<file path="src/rtl/pixel_pkg.sv">
// Shared types and default widths for the pixel combinator.
package pixel_pkg;

  localparam int PIXEL_DATA_WIDTH = 10;
  localparam int RBG_SIZE         = 24;

  typedef logic [PIXEL_DATA_WIDTH-1:0] coord_t;
  typedef logic [RBG_SIZE-1:0]         colour_t;

  typedef enum logic [1:0] {
    ST_IDLE    = 2'd0,
    ST_ISSUE   = 2'd1,
    ST_CAPTURE = 2'd2,
    ST_HOLD    = 2'd3
  } combinator_state_t;

endpackage

</file>
<file path="src/rtl/pixel_combinator_lane_arbiter.sv">
// Combinational lowest-index-wins select across engine lanes, with multi-hit flag.
module lane_arbiter #(
  parameter int NUM_LANES = 4,
  parameter int COLOUR_W  = 24
) (
  input  logic [NUM_LANES-1:0][COLOUR_W-1:0] colour,
  input  logic [NUM_LANES-1:0]               hit,
  output logic                               any_hit,
  output logic [COLOUR_W-1:0]                sel_colour,
  output logic                               multi_hit
);

  always_comb begin
    any_hit    = |hit;
    sel_colour = '0;
    // Scan from the top so the lowest set index is the last writer.
    for (int i = NUM_LANES - 1; i >= 0; i--) begin
      if (hit[i]) sel_colour = colour[i];
    end
    multi_hit = |(hit & (hit - NUM_LANES'(1)));
  end

endmodule

</file>
<file path="src/rtl/pixel_combinator.sv">
// Raster-order pixel requester/collector feeding a valid/ready pixel stream.
// Optional miss watchdog enabled by defining COMBINATOR_TIMEOUT_EN.
module pixel_combinator
  import pixel_pkg::combinator_state_t, pixel_pkg::ST_IDLE, pixel_pkg::ST_ISSUE,
         pixel_pkg::ST_CAPTURE, pixel_pkg::ST_HOLD;
#(
  parameter int NUM_LANES        = 4,
  parameter int PIXEL_DATA_WIDTH = 10,
  parameter int RBG_SIZE         = 24,
  parameter int FRAME_W          = 640,
  parameter int FRAME_H          = 480,
  parameter int TIMEOUT          = 1023
) (
  input  logic                                clk,
  input  logic                                reset,
  input  logic                                run,
  input  logic [NUM_LANES-1:0][RBG_SIZE-1:0]  colour_i,
  input  logic [NUM_LANES-1:0]                hit_i,
  output logic [PIXEL_DATA_WIDTH-1:0]         xpixel_check,
  output logic [PIXEL_DATA_WIDTH-1:0]         ypixel_check,
  output logic [RBG_SIZE-1:0]                 pix_data,
  output logic                                pix_valid,
  input  logic                                pix_ready,
  output logic                                pix_sop,
  output logic                                pix_eop,
  output logic                                frame_done,
  output logic                                dup_err,
`ifdef COMBINATOR_TIMEOUT_EN
  output logic                                timeout_err,
`endif
  output combinator_state_t                   fsm_state
);

  localparam logic [PIXEL_DATA_WIDTH-1:0] X_LAST = PIXEL_DATA_WIDTH'(FRAME_W - 1);
  localparam logic [PIXEL_DATA_WIDTH-1:0] Y_LAST = PIXEL_DATA_WIDTH'(FRAME_H - 1);

  combinator_state_t state, state_next;
  logic [PIXEL_DATA_WIDTH-1:0] x, y;
  logic any_hit, multi_hit, in_capture, drain, out_free, take, timed_out;
  logic [RBG_SIZE-1:0] sel_colour, take_colour;

  lane_arbiter #(
    .NUM_LANES (NUM_LANES),
    .COLOUR_W  (RBG_SIZE)
  ) u_arb (
    .colour     (colour_i),
    .hit        (hit_i),
    .any_hit    (any_hit),
    .sel_colour (sel_colour),
    .multi_hit  (multi_hit)
  );

  // Stream handshake: a beat transfers on a cycle where pix_valid && pix_ready;
  // pix_data/sop/eop are held unchanged while pix_valid && !pix_ready.
  assign drain      = pix_valid & pix_ready;
  assign out_free   = ~pix_valid | drain;
  assign in_capture = (state == ST_CAPTURE);
  assign frame_done = drain & pix_eop;
  assign fsm_state  = state;

  assign xpixel_check = (state == ST_ISSUE) ? x : '1;
  assign ypixel_check = (state == ST_ISSUE) ? y : '1;

`ifdef COMBINATOR_TIMEOUT_EN
  localparam int TMO_W = (TIMEOUT < 2) ? 1 : $clog2(TIMEOUT);
  logic [TMO_W-1:0] miss_count;

  assign timed_out = in_capture & ~any_hit & (miss_count == TMO_W'(TIMEOUT - 1));

  always_ff @(posedge clk) begin
    if (reset) begin
      miss_count  <= '0;
      timeout_err <= 1'b0;
    end else if (in_capture) begin
      miss_count <= (any_hit | timed_out) ? '0 : miss_count + TMO_W'(1);
      if (timed_out) timeout_err <= 1'b1;
    end
  end
`else
  assign timed_out = 1'b0;
`endif

  // A watchdog expiry stands in for a hit carrying black.
  assign take        = in_capture & (any_hit | timed_out);
  assign take_colour = any_hit ? sel_colour : '0;

  always_comb begin
    state_next = state;
    case (state)
      ST_IDLE:    if (!run) state_next = ST_HOLD;
                  else if (out_free) state_next = ST_ISSUE;
      ST_ISSUE:   state_next = ST_CAPTURE;
      ST_CAPTURE: state_next = take ? ST_IDLE : ST_ISSUE;
      ST_HOLD:    if (run) state_next = ST_IDLE;
      default:    state_next = ST_IDLE;
    endcase
  end

  always_ff @(posedge clk) begin
    if (reset) begin
      state     <= ST_IDLE;
      x         <= '0;
      y         <= '0;
      pix_valid <= 1'b0;
      pix_data  <= '0;
      pix_sop   <= 1'b0;
      pix_eop   <= 1'b0;
      dup_err   <= 1'b0;
    end else begin
      state <= state_next;
      if (take) begin
        pix_valid <= 1'b1;
        pix_data  <= take_colour;
        pix_sop   <= (x == '0) && (y == '0);
        pix_eop   <= (x == X_LAST) && (y == Y_LAST);
        if (x == X_LAST) begin
          x <= '0;
          y <= (y == Y_LAST) ? '0 : y + PIXEL_DATA_WIDTH'(1);
        end else begin
          x <= x + PIXEL_DATA_WIDTH'(1);
        end
      end else if (drain) begin
        pix_valid <= 1'b0;
      end
      if ((in_capture & multi_hit) | (~in_capture & (|hit_i))) dup_err <= 1'b1;
    end
  end

endmodule

</file>
<file path="config.mk">
export PLATFORM = sky130hd
export DESIGN_NAME = pixel_combinator
export DESIGN_NICKNAME = d
export VERILOG_FILES = /design/src/rtl/pixel_pkg.sv /design/src/rtl/pixel_combinator_lane_arbiter.sv /design/src/rtl/pixel_combinator.sv
export SDC_FILE = /design/constraint.sdc
export NUM_CORES = 1
export LEC_CHECK = 0
export ABC_CLOCK_PERIOD_IN_PS = 2370
export CORE_ASPECT_RATIO = 1.75
export CORE_MARGIN = 2
export CORE_UTILIZATION = 35
export DETAILED_ROUTE_END_ITERATION = 10
export PLACE_DENSITY = 0.77
export SLEW_MARGIN = 20
export SYNTH_ARGS = -nofsm -noshare
export SYNTH_HDL_FRONTEND = slang
export SYNTH_SLANG_ARGS = --single-unit
</file>
<file path="constraint.sdc">
create_clock -name clk -period 2.37 [get_ports clk]
set_input_delay 0.5925 -clock clk [delete_from_list [all_inputs] [get_ports clk]]
set_output_delay 0.5925 -clock clk [all_outputs]
set_load 0.005 [all_outputs]
</file>
; ---- Word-level counts from Yosys, hierarchy flattened
; Cells that the tools add are included.
[word_totals]
output_inout_bits = 51
word_cells = 54
in_bits = 104
ff_bits = 50
[classes]
n_mux = 16
bitwise = 10
n_addsub = 3
eq_ne = 7
reduce_logical = 10
[ops]
columns = op, count
row1 = $mux 24, 5
row2 = $mux 10, 4
row3 = $add 10x1->10 const B, 2
row4 = $logic_not 10->1, 2
row5 = $eq 10x10->1 const B, 1
row6 = $eq 10x9->1 const B, 1
row7 = $pmux 2 s4, 1
row8 = $reduce_or 4->1, 2
row9 = $mux 2, 3
row10 = $and 1x1->1, 5
row11 = $and 4x4->4, 1
row12 = $eq 2x2->1 const B, 2
row13 = $reduce_and 2->1, 2
row14 = $sub 4x1->4 const B, 1
row15 = $mux 1, 3
row16 = $ne 3x3->1 const B, 1
row17 = $eq 2x1->1 const B, 1
row18 = $logic_and 1x1->1, 2
row19 = $logic_not 2->1, 1
row20 = $ne 2x2->1 const B, 1
row21 = $not 1->1, 2
row22 = $or 1x1->1, 2
row23 = $reduce_bool 2->1, 1

; ---- Logic depth before layout (Yosys ltp)
; Gate-level depths: netlist of the first run.
[logic_depth]
depth_word = 5
depth_mapped = 8
ltp_nobuf = 6

; ---- Cells and area by module
; From an unflattened synthesis of the first run, not the netlist that was laid out.
[unflattened]
cells_unflattened = 382
hier_area_um2 = 3096.7
[modules_own_cells]
columns = module, cells_each, area_each_um2, seq_area_each_um2, n_inst
row1 = pixel_combinator, 288, 2267.2, 1001.0, 1
row2 = lane_arbiter, 94, 829.5, 0.0, 1

; ---- Worst setup path after synthesis of the first run
; OpenSTA, ideal clock, no wires.
[synth_path]
path_type = input -> register
startpoint = in hit_i[2]
endpoint = reg y[8]
setup_ns = 0.070
path_stages = 6
required_ns = 2.300
path_slack_ns = 0.216
t_arrival_ns = 2.084
n_path_buf = 2
path_cell_list = buf_2 nor4_1 or4_1 buf_2 or4_1 a21oi_1
[synth_between]
elab_chain_cells = 3
[synth_lines]
columns = item, line
row1 = start: declaration, pixel_combinator.sv:18  ; input logic [NUM_LANES-1:0] hit_i,
row2 = $reduce_or 4->1, pixel_combinator_lane_arbiter.sv:14  ; any_hit = |hit;
row3 = $and 1x1->1, pixel_combinator.sv:84  ; assign take = in_capture & (any_hit | timed_out);
row4 = $reduce_and 2->1 (no source line), --
row5 = end signal: assignment, pixel_combinator.sv:118  ; y <= (y == Y_LAST) ? '0 : y + PIXEL_DATA_WIDTH'(1);
row6 = end: declaration, pixel_combinator.sv:38  ; logic [PIXEL_DATA_WIDTH-1:0] x, y;
; No other way between the ends.
; A chain may end at the register's enable or synchronous reset.

; ---- Worst setup path in the final report of the first run
[layout_path]
startpoint = in pix_ready
endpoint = out frame_done
[layout_between]
elab_chain_cells = 2
[layout_lines]
columns = item, line
row1 = start: declaration, pixel_combinator.sv:23  ; input logic pix_ready,
row2 = $and 1x1->1, pixel_combinator.sv:55  ; assign drain = pix_valid & pix_ready;
row3 = $and 1x1->1, pixel_combinator.sv:58  ; assign frame_done = drain & pix_eop;
row4 = end: declaration, pixel_combinator.sv:26  ; output logic frame_done,
; No other way between the ends.

==> results of run 1 <==
path summary, 6_finish.rpt:
kind	start	endpoint	slack, ns	cells after the start
worst max register to register	x[0]$_SDFFE_PP0P_	y[3]$_SDFFE_PP0P_	0.17	6
worst min-delay path	pix_data[10]$_SDFFE_PP0P_	pix_data[10]$_SDFFE_PP0P_	0.46	2
worst max-delay path	pix_ready	frame_done	0.06	3
worst min register to register	pix_data[10]$_SDFFE_PP0P_	pix_data[10]$_SDFFE_PP0P_	0.46	2
per-stage QoR:
stage	utilization	total power, mW	instances
2_1_floorplan	-	1.13	349
3_3_place_gp	0.597	1.55	588
3_5_place_dp	0.597	1.56	588
4_1_cts	0.617	2.26	596
5_1_grt	0.618	2.36	596
6_report	0.618	2.25	596
area by class of cell:
| class | instances | area (um^2) |
|---|---|---|
| clock buffers | 7 | 143 |
| clock inverters | 1 | 5.00 |
| fillers | 706 | 2890 |
| inverters | 8 | 30.0 |
| multi-input cells | 261 | 1590 |
| flip-flops and latches | 50 | 1000 |
| well taps | 88 | 110 |
| repair buffers | 181 | 1790 |
power groups by stage:
stage          registers, mW  clock network, mW  logic, mW
6_report               0.913              0.717      0.623
5_1_grt                0.917              0.765      0.678
4_1_cts                0.913              0.723      0.628
3_5_place_dp           0.931                  0      0.626
3_3_place_gp           0.929                  0      0.619
2_1_floorplan          0.929                  0      0.203
flip-flops by register name (all words and copies together), names as in the netlist:
signal	count
y	10
x	10
fsm_state	2
pix_valid	1
pix_sop	1
pix_eop	1
pix_data	24
dup_err	1
layer usage:
| layer | vias up | track usage | wire, um |
|---|---|---|---|
| met5 | - | 0 | 0 |
| met4 | 0 | 0.130 | 482 |
| met3 | 33 | 0.0540 | 703 |
| met2 | 166 | 0.434 | 5220 |
| met1 | 1523 | 0.216 | 3260 |
| li1 | 1609 | - | - |
cell families (layout without fill, tap and decap cells):
family / after synthesis / after routing
buffers and inverters: 38 / 197
XOR/XNOR: 8 / 8
AND/OR/NAND/NOR: 148 / 148
multiplexers: 1 / 1
AO/OA/AOI/OAI: 100 / 100
flip-flops: 50 / 50
adder cells (fa/ha/maj): 4 / 4
worst min-delay path, cell delays in order (launching register included):
cell and delay (ns):
sky130_fd_sc_hd__dfxtp_1 0.31, sky130_fd_sc_hd__nand2_1 0.05, sky130_fd_sc_hd__a21oi_1 0.05
cell usage in the layout (no fill, tap or decap), types with 3 or more instances in the layout:
cell type	count
sky130_fd_sc_hd__dfxtp_1	48
sky130_fd_sc_hd__nor2b_1	3
sky130_fd_sc_hd__o22ai_1	24
sky130_fd_sc_hd__nand2b_1	19
sky130_fd_sc_hd__a21oi_1	38
sky130_fd_sc_hd__or3_1	29
sky130_fd_sc_hd__clkbuf_16	5
sky130_fd_sc_hd__inv_1	8
sky130_fd_sc_hd__nand4_1	4
sky130_fd_sc_hd__a221oi_1	24
sky130_fd_sc_hd__xnor2_1	8
sky130_fd_sc_hd__nor3b_1	3
sky130_fd_sc_hd__nor4_1	7
sky130_fd_sc_hd__nand2_1	43
sky130_fd_sc_hd__or4_1	3
sky130_fd_sc_hd__nand3_1	7
sky130_fd_sc_hd__and3_1	3
sky130_fd_sc_hd__nor2_1	14
sky130_fd_sc_hd__ha_1	4
sky130_fd_sc_hd__buf_12	4
sky130_fd_sc_hd__a211oi_1	3
sky130_fd_sc_hd__buf_4	23
sky130_fd_sc_hd__o21ai_0	4
sky130_fd_sc_hd__clkdlybuf4s50_1	154
==> impl_metrics.xml, run 1 <==
<?xml version="1.0" encoding="UTF-8"?>
<metrics>
  <group name="route">
    <metric name="first_pass_iters" unit="">4</metric>
    <metric name="wire_per_inst" unit="um">16.2</metric>
    <metric name="post_drt_via_cell_ratio" unit="">5.59</metric>
    <metric name="drc" unit="">0</metric>
    <metric name="drt_iter0_markers" unit="">151</metric>
    <metric name="wl" unit="um">9660</metric>
    <metric name="ant_nets" unit="">0</metric>
    <metric name="vias" unit="">3331</metric>
  </group>
  <group name="sta">
    <metric name="final_hold_viol_count" unit="">0</metric>
    <metric name="hold-worst-slack" unit="ns">0.455</metric>
    <metric name="setup_tns" unit="ns">0</metric>
    <metric name="timing.final.ws_setup" unit="ns">0.0615</metric>
    <metric name="fin_crit_sh" unit="">0.974</metric>
    <metric name="final.setup_skew" unit="ns">0.00585</metric>
    <metric name="worst_slew_margin_rel" unit="">0.742</metric>
    <metric name="fmax" unit="GHz">0.433</metric>
    <metric name="maxSlewViolCount" unit="">0</metric>
    <metric name="timing_worst_slew_pin_value" unit="ns">0.385</metric>
    <metric name="rsz0062_at_grt" unit="">no</metric>
    <metric name="fin_crit" unit="ns">2.31</metric>
    <metric name="finalSetupViolCount" unit="">0</metric>
  </group>
  <group name="synth">
    <metric name="multiplexer_area_fraction_after_synthesis" unit="">0.00412</metric>
    <metric name="synth-main-ff-cell" unit="">sky130_fd_sc_hd__dfxtp_1</metric>
    <metric name="yosys-top-cells-area" unit="">sky130_fd_sc_hd__dfxtp_1 (37%), sky130_fd_sc_hd__a221oi_1 (7.7%), sky130_fd_sc_hd__a21oi_1 (7.0%), sky130_fd_sc_hd__or3_1 (6.6%), sky130_fd_sc_hd__nand2_1 (5.9%)</metric>
    <metric name="syn_nets" unit="">457</metric>
    <metric name="synth_top_area_share" unit="">0.366</metric>
    <metric name="dominant_combinational_cell_family_by_area_after_synthesis" unit="">simple AND/OR/NAND/NOR gates</metric>
    <metric name="commonest_cells_in_the_netlist" unit="">sky130_fd_sc_hd__dfxtp_1 (50), sky130_fd_sc_hd__nand2_1 (43), sky130_fd_sc_hd__a21oi_1 (38)</metric>
    <metric name="synthXorXnorAreaFrac" unit="">0.0256</metric>
    <metric name="synthCells" unit="">349</metric>
    <metric name="ys.warnings.count" unit="">0</metric>
    <metric name="yosys.area.top_type" unit="">sky130_fd_sc_hd__dfxtp_1</metric>
    <metric name="synth.ff_latch_count" unit="">50</metric>
    <metric name="synth_edf_count" unit="">0</metric>
    <metric name="syn_avg_cell_area" unit="um^2">7.83</metric>
    <metric name="yosys.area_share.adder" unit="">0.0183</metric>
    <metric name="yosysUniqueCellTypes" unit="">37</metric>
    <metric name="register_area_share_after_synthesis" unit="">0.366</metric>
    <metric name="synthArstFlopShare" unit="">0</metric>
    <metric name="synthSimpleGateAreaFrac" unit="">0.294</metric>
    <metric name="synthesis.area" unit="um^2">2730</metric>
    <metric name="synth_compound_area_frac" unit="">0.238</metric>
    <metric name="yosysMostFrequentCell" unit="">sky130_fd_sc_hd__dfxtp_1</metric>
  </group>
  <group name="setup_path">
    <metric name="cp.required" unit="ns">1.78</metric>
    <metric name="crit_family" unit="">buffers and inverters</metric>
    <metric name="critPathSlowestCell" unit="">sky130_fd_sc_hd__clkdlybuf4s50_1</metric>
    <metric name="critPathBufInv" unit="">2</metric>
    <metric name="timing_worst_setup_path_type" unit="">in2out</metric>
    <metric name="critical-path-top-cell-by-count" unit="">sky130_fd_sc_hd__clkdlybuf4s50_1</metric>
    <metric name="cp_cell_sequence" unit="">clkdlybuf4s50_1 -&gt; and3_1 -&gt; clkdlybuf4s50_1</metric>
    <metric name="cp.arrival" unit="ns">1.72</metric>
    <metric name="critPathCaptureType" unit="">primary output</metric>
    <metric name="critical_path.startpoint_type" unit="">input pin</metric>
    <metric name="critPathMaxFanout" unit="">2</metric>
    <metric name="cp_slowest_stage_delay" unit="ns">0.49</metric>
  </group>
  <group name="placed_design">
    <metric name="detailed_place.area" unit="um^2">4520</metric>
    <metric name="detailedPlace.worstSlack" unit="ns">-0.212</metric>
    <metric name="port_buffers" unit="">154</metric>
    <metric name="placer_congestion" unit="">0.879</metric>
    <metric name="dp.final_hpwl" unit="um">7800</metric>
  </group>
  <group name="pwr">
    <metric name="internal-power" unit="mW">1.70</metric>
    <metric name="leakage_power_figure" unit="nW">1.64</metric>
    <metric name="power-per-cell-area" unit="nW/um^2">482</metric>
    <metric name="seqPwrFrac" unit="">0.405</metric>
    <metric name="power.share.switching" unit="">0.246</metric>
    <metric name="worst_ir_drop_vdd" unit="V">0.000363</metric>
    <metric name="power_frac_clock" unit="">0.318</metric>
    <metric name="comb_power_share" unit="">0.277</metric>
    <metric name="power_switching" unit="uW">553</metric>
  </group>
  <group name="flow_run">
    <metric name="max-cap-violations" unit="">0</metric>
  </group>
  <group name="final_layout">
    <metric name="flow.area_growth_from_synthesis" unit="%">71.2</metric>
    <metric name="drive_gt1_frac" unit="">0.0827</metric>
    <metric name="antennaDiodeCount" unit="">0</metric>
    <metric name="design_area" unit="um^2">4680</metric>
    <metric name="layout.nets" unit="">615</metric>
  </group>
  <group name="die">
    <metric name="initial_cell_density_of_the_core" unit="">0.361</metric>
    <metric name="die_height" unit="um">121</metric>
    <metric name="die_area" unit="um^2">8560</metric>
    <metric name="row_cnt" unit="">42</metric>
    <metric name="pin_count" unit="">155</metric>
    <metric name="design.core.area" unit="um^2">7570</metric>
    <metric name="fp.dieW" unit="um">70.8</metric>
  </group>
  <group name="clocking">
    <metric name="max-clock-path-buffers" unit="">2</metric>
    <metric name="clk_transition_reported_paths" unit="ns">0.06</metric>
    <metric name="cts_post_setup_buffers_inserted" unit="">0</metric>
    <metric name="insertion_delay" unit="ns">0.29</metric>
    <metric name="tritoncts" unit="">yes</metric>
    <metric name="cts_htree_levels" unit="">2</metric>
    <metric name="cts.sink_count" unit="">50</metric>
    <metric name="cts-buffers-inserted" unit="">5</metric>
    <metric name="postCtsResizedCells" unit="">0</metric>
    <metric name="cts_hold_buffers" unit="">0</metric>
    <metric name="ctsRootBufferMaster" unit="">sky130_fd_sc_hd__clkbuf_16</metric>
  </group>
  <group name="global_route">
    <metric name="pin_count_of_the_biggest_net_entering_global_routing" unit="">28</metric>
    <metric name="grt_pass1_vias" unit="">3476</metric>
    <metric name="grt_usage" unit="">0.228</metric>
    <metric name="antenna_violations_before_repair" unit="">0</metric>
    <metric name="grt_overflow_total" unit="">0</metric>
    <metric name="grt_pass1_wl" unit="um">15600</metric>
  </group>
  <group name="status">
    <metric name="outcome" unit="">completed</metric>
  </group>
  <group name="worst_hold_path">
    <metric name="type_of_the_tightest_min_delay_check" unit="">reg2reg</metric>
  </group>
</metrics>
Power figures use the tool's default switching activity.
==> inputs of run 2 (changes only) <==
--- a/config.mk
+++ b/config.mk
@@ -9,6 +9,7 @@
 export CORE_ASPECT_RATIO = 1.75
 export CORE_MARGIN = 2
 export CORE_UTILIZATION = 35
+export CTS_CLUSTER_DIAMETER = 30
 export DETAILED_ROUTE_END_ITERATION = 10
 export PLACE_DENSITY = 0.77
 export SLEW_MARGIN = 20
==> results of run 2 <==
No change in the layout: final DEF, timing and power equal those of run 1.
==> inputs of run 3 (changes only) <==
--- a/config.mk
+++ b/config.mk
@@ -5,7 +5,6 @@
 export SDC_FILE = /design/constraint.sdc
 export NUM_CORES = 1
 export LEC_CHECK = 0
-export ABC_CLOCK_PERIOD_IN_PS = 2370
 export CORE_ASPECT_RATIO = 1.75
 export CORE_MARGIN = 2
 export CORE_UTILIZATION = 35
==> results of run 3 <==
No change in the layout: final DEF, timing and power equal those of run 1.
